<file path="src/rtl/wb_write_arbiter.sv">
// Writeback arbiter: merges ALU and load result channels into an in-order queue
// and drains up to two writes per cycle into the dual-port register file.
// Optional store-to-read forwarding lookup is enabled with `define WB_FWD_EN.
module wb_write_arbiter #(
  parameter int DEPTH = 4
) (
  input  logic        clk,
  input  logic        rst_n,
  input  logic        a_valid,
  output logic        a_ready,
  input  logic [4:0]  a_addr,
  input  logic [31:0] a_data,
  input  logic        b_valid,
  output logic        b_ready,
  input  logic [4:0]  b_addr,
  input  logic [31:0] b_data,
  output logic [4:0]  write_addr,
  output logic [31:0] data,
  output logic        WE,
  output logic [4:0]  write_addr2,
  output logic [31:0] data2,
  output logic        WE2,
  output logic [31:0] busy_mask,
`ifdef WB_FWD_EN
  input  logic [4:0]  fwd_addr,
  output logic        fwd_hit,
  output logic [31:0] fwd_data,
`endif
  output logic [$clog2(DEPTH):0] occupancy
);

  localparam int PW = $clog2(DEPTH);
  localparam int OW = PW + 1;

  logic [4:0]    addr_mem [DEPTH];
  logic [31:0]   data_mem [DEPTH];
  logic [PW-1:0] head_q;
  logic [PW-1:0] tail_q;
  logic [OW-1:0] occ_q;

  logic          ready;
  logic          a_fire;
  logic          b_fire;
  logic [1:0]    enq_cnt;
  logic [1:0]    drain_cnt;
  logic [PW-1:0] head_p1;
  logic [PW-1:0] b_slot;
  logic [31:0]   busy_raw;

  // Drain never leaves more than DEPTH-2 behind, so two slots are always free.
  assign ready   = rst_n && (occ_q <= OW'(DEPTH - 2));
  assign a_ready = ready;
  assign b_ready = ready;

  assign a_fire  = a_valid && ready && (a_addr != 5'd0);
  assign b_fire  = b_valid && ready && (b_addr != 5'd0);
  assign enq_cnt = {1'b0, a_fire} + {1'b0, b_fire};

  assign head_p1 = head_q + PW'(1);
  assign b_slot  = a_fire ? (tail_q + PW'(1)) : tail_q;

  always_comb begin
    drain_cnt = 2'd0;
    if (occ_q >= OW'(2))
      drain_cnt = 2'd2;
    else if (occ_q == OW'(1))
      drain_cnt = 2'd1;
  end

  always_comb begin
    WE          = 1'b0;
    write_addr  = 5'd0;
    data        = 32'd0;
    WE2         = 1'b0;
    write_addr2 = 5'd0;
    data2       = 32'd0;
    if (rst_n && drain_cnt == 2'd2) begin
      WE2         = 1'b1;
      write_addr2 = addr_mem[head_p1];
      data2       = data_mem[head_p1];
      // Same destination: the older value would be overwritten anyway.
      if (addr_mem[head_q] != addr_mem[head_p1]) begin
        WE         = 1'b1;
        write_addr = addr_mem[head_q];
        data       = data_mem[head_q];
      end
    end else if (rst_n && drain_cnt == 2'd1) begin
      WE         = 1'b1;
      write_addr = addr_mem[head_q];
      data       = data_mem[head_q];
    end
  end

  always_comb begin
    busy_raw = 32'd0;
    for (int k = 0; k < DEPTH; k++) begin
      if (OW'(k) < occ_q)
        busy_raw[addr_mem[head_q + PW'(k)]] = 1'b1;
    end
  end

  assign busy_mask = rst_n ? busy_raw : 32'd0;
  assign occupancy = rst_n ? occ_q : '0;

`ifdef WB_FWD_EN
  // Later matches override earlier ones, so the youngest entry wins.
  always_comb begin
    fwd_hit  = 1'b0;
    fwd_data = 32'd0;
    if (fwd_addr != 5'd0) begin
      for (int k = 0; k < DEPTH; k++) begin
        if ((OW'(k) < occ_q) && (addr_mem[head_q + PW'(k)] == fwd_addr)) begin
          fwd_hit  = 1'b1;
          fwd_data = data_mem[head_q + PW'(k)];
        end
      end
    end
  end
`endif

  always_ff @(posedge clk) begin
    if (!rst_n) begin
      head_q <= '0;
      tail_q <= '0;
      occ_q  <= '0;
    end else begin
      head_q <= head_q + PW'(drain_cnt);
      tail_q <= tail_q + PW'(enq_cnt);
      occ_q  <= occ_q - OW'(drain_cnt) + OW'(enq_cnt);
    end
  end

  // Payload storage needs no reset; validity is tracked by the pointers.
  always_ff @(posedge clk) begin
    if (a_fire) begin
      addr_mem[tail_q] <= a_addr;
      data_mem[tail_q] <= a_data;
    end
    if (b_fire) begin
      addr_mem[b_slot] <= b_addr;
      data_mem[b_slot] <= b_data;
    end
  end

endmodule

</file>
<file path="config.mk">
export PLATFORM = sky130hd
export DESIGN_NAME = wb_write_arbiter
export DESIGN_NICKNAME = d
export VERILOG_FILES = /design/src/rtl/wb_write_arbiter.sv
export SDC_FILE = /design/constraint.sdc
export NUM_CORES = 1
export LEC_CHECK = 0
export ABC_AREA = 1
export CORE_MARGIN = 5
export CORE_UTILIZATION = 45
export DETAILED_ROUTE_END_ITERATION = 7
export HOLD_SLACK_MARGIN = 0.12
export PLACE_DENSITY = 0.69
export SETUP_SLACK_MARGIN = 0.02
export SYNTH_ARGS = -nofsm -noshare
export SYNTH_HDL_FRONTEND = slang
export SYNTH_SLANG_ARGS = --single-unit
</file>
<file path="constraint.sdc">
create_clock -name clk -period 4.2 [get_ports clk]
set_input_delay 0.84 -clock clk [delete_from_list [all_inputs] [get_ports clk]]
set_output_delay 0.84 -clock clk [all_outputs]
set_load 0.005 [all_outputs]
</file>
==> impl_metrics.ini <==
[sta]
tightest_slew_ns = 1.27
setup-violations-final = 0
relSlewSlack = 0.152
min_period_ns = 4.06
finalClockSkew_ns = 0.0126
hold_viol_final = 0
rsz0062_at_grt = false
fmax_mhz = 246
tns_ns = 0
min_period_over_period = 0.967
finalMaxSlewViolations = 0

[clock_network]
tritoncts = done
cts_buffers = 17
cts_setup_buffers = 0
root_buffer = clkbuf_16
clock_latency_ns = 0.42
clkSinkCount = 155
h-tree-depth = 4
clk_pin_slew_ns = 0.06
cts_buffer_depth = 2

[power]
max-vdd-ir-drop_mv = 0.332
swShare = 0.468
p_per_area_mw_per_mm2 = 615
p_leak_nw = 6.25
p_switching_mw = 4.06
p_int_mw = 4.61
p_seq_frac = 0.244
pwr-share-comb = 0.579
clkPwrFrac = 0.178

[logic_synthesis]
synthDistinctLibCells = 40
synthesis.area_mm2 = 0.0112
synth_fp_nets = 1741
yosys_warnings = 0
async_flop_share = 0
synth_seq_area_share = 0.408
avgSynthCellArea_um2 = 6.80
syn_inst = 1652
synth_edf_count = 148
synth-main-ff-cell = edfxtp_1
yosys_register_bits = 155

[route]
num_vias = 11800
wl_per_cell_um = 19.0
first_pass_iters = 7
antenna_left = 0
viasPerCell = 5.49
drt-initial-drc-count = 1193
wl_um = 40900
drc = 0

[outcome]
status = finished clean

[critical_path]
required_ns = 3.36
cp_slowest_cell = clkdlybuf4s50_1
worst-setup-path-type = reg2out
cpMostUsedCell = buf_4
reg2reg_setup_slack_ns = 1.41
ff2ff_path_depth = 13
end_kind = primary output
crit_path_cell_trace = buf_4 > nand2_4 > buf_4 > inv_1 > buf_4 > a22oi_1 > a31oi_1 > clkdlybuf4s50_1
arrival_ns = 3.22
r2r_start = occ_q[0]
slowest_delay_ns = 0.60
cp-start-kind = register
cp_max_fo = 29
r2r_end = occ_q[2]

[run]
maxCapViolCount = 0

[hold_path]
min_to = tail_q[1]
min_delay_path_depth = 1
min_from = tail_q[1]
hold_class = reg2reg

[grt]
grt_pass1_vias = 11800
grt_max_degree = 38
track_usage = 0.285
antenna_found_initial = 3
grt-ovfl-total = 0
grt_pass1_wl_um = 63400

[finish]
final_cells = 2154
fillers = 2246
multiInputGateArea_mm2 = 0.00598
final_nets = 1903
final_cell_mix = nand2_1 (950), clkdlybuf4s50_1 (190), edfxtp_1 (148)
drive_gt1_frac = 0.0701
synthToLayoutAreaGrowth_pct = 25.4
register_area_mm2 = 0.00459
final_common_cell = nand2_1

[floorplan]
pin_count = 191
dieArea_mm2 = 0.0282
start_util = 0.459
core-area_mm2 = 0.0245
die_w_um = 168
fp-row-count = 57
die_h_um = 168

[placement]
io_buffer_count = 190
gp_congestion = 0.910
dp_cells = 2119
dp_hpwl_um = 26900
[worst max-delay path by stage]
stage	startpoint	endpoint	slack, ns	cells after the start
detailed placement	a_addr[3]	occ_q[2]	0.32	13
finish	head_q[1]	data2[29]	0.14	8
global placement	a_addr[2]	occ_q[2]	0.33	13
floorplan	a_addr[2]	addr_mem[1][0]	1.02	8
CTS	head_q[0]	busy_mask[16]	0.17	10
global route	head_q[1]	write_addr[4]	0.04	12
[power by group through the flow]
stage          Sequential, mW  Combinational [mW]  Clock, mW
2_1_floorplan            2.10                2.97          0
3_3_place_gp             2.13                4.87          0
3_5_place_dp             2.14                4.92          0
4_1_cts                  2.11                4.96       1.54
5_1_grt                  2.14                5.46       1.61
6_report                 2.11                5.02       1.54
[critical path: cells and delay by family (launching register included)]
| kind | cells | cell delay [ns] |
|---|---|---|
| AOI/OAI and AO/OA | 2 | 0.47 |
| and+or+nand+nor | 1 | 0.16 |
| DFF | 1 | 0.41 |
| buffers and inverters | 5 | 1.73 |
[flip-flops by register name (all words and copies together), names as in the netlist]
| register | flops |
|---|---|
| tail_q | 2 |
| occ_q | 3 |
| head_q | 2 |
| addr_mem | 20 |
| data_mem | 128 |
[layer usage]
layer  global-route usage  share of wire  routed length [µm]
met1                0.332           0.37               15000
met5                    0        0.00017                   7
met2                0.500           0.49               20200
met4                0.133          0.036                1460
met3               0.0610           0.10                4220
[area by class of cell]
| cell class | instances | area share |
|---|---|---|
| clock inverters | 14 | 0.0114 |
| inverters | 55 | 0.0152 |
| diodes | 3 | 0.000533 |
| repair buffers | 227 | 0.164 |
| well taps | 324 | 0.0288 |
| clock buffers | 18 | 0.0305 |
| flip-flops and latches | 155 | 0.325 |
| multi-input cells | 1358 | 0.425 |
[cells in the mapped netlist, types with 4 or more instances]
library cell / instances / area, µm²
a21oi_1: 6 / 30.0
a22oi_1: 35 / 263
a31oi_1: 28 / 175
buf_1: 6 / 22.5
buf_2: 17 / 85.1
buf_4: 8 / 60.1
buf_6: 17 / 191
clkbuf_1: 36 / 135
dfxtp_1: 7 / 140
edfxtp_1: 148 / 4440
ha_1: 10 / 125
inv_1: 48 / 180
inv_2: 4 / 15.0
nand2_1: 955 / 3580
nand2_2: 6 / 37.5
nand2_4: 4 / 45.0
nand3_1: 45 / 225
nand3_2: 9 / 90.1
nor2_1: 145 / 544
nor2_2: 8 / 50.1
nor2_4: 4 / 45.0
o21ai_0: 9 / 45.0
o21ai_1: 8 / 40.0
o21ai_2: 5 / 43.8
o22ai_1: 63 / 394
[metrics by stage]
step           power [mW]  utilization  hold slack, ns  cell area, µm²  setup slack (ns)
2_1_floorplan        5.07            -           0.473           11200              1.02
3_3_place_gp         7.00        0.551           0.508           13500             0.326
3_5_place_dp         7.06        0.551           0.523           13500             0.316
4_1_cts              8.61        0.576           0.540           14100             0.166
5_1_grt              9.20        0.576           0.587           14100            0.0370
6_report             8.67        0.576           0.533           14100             0.137
[timing repair]
| action | 4_1_cts | 5_1_grt |
|---|---|---|
| hold buffers | 0 | 0 |
| pin swaps | 0 | 0 |
| gates resized for setup | 1 | 2 |
| endpoints found under the setup margin | 3 | 44 |
[logic make-up after synthesis]
family,count (synthesis),share of synthesized area
AND/OR/NAND/NOR,1182,0.416
AO/OA/AOI/OAI,160,0.0927
flip-flops,155,0.408
buffers and inverters,139,0.0630
adder cells (fa/ha/maj),11,0.0129
XOR/XNOR,5,0.00724
(Power assumes the default switching activity.)
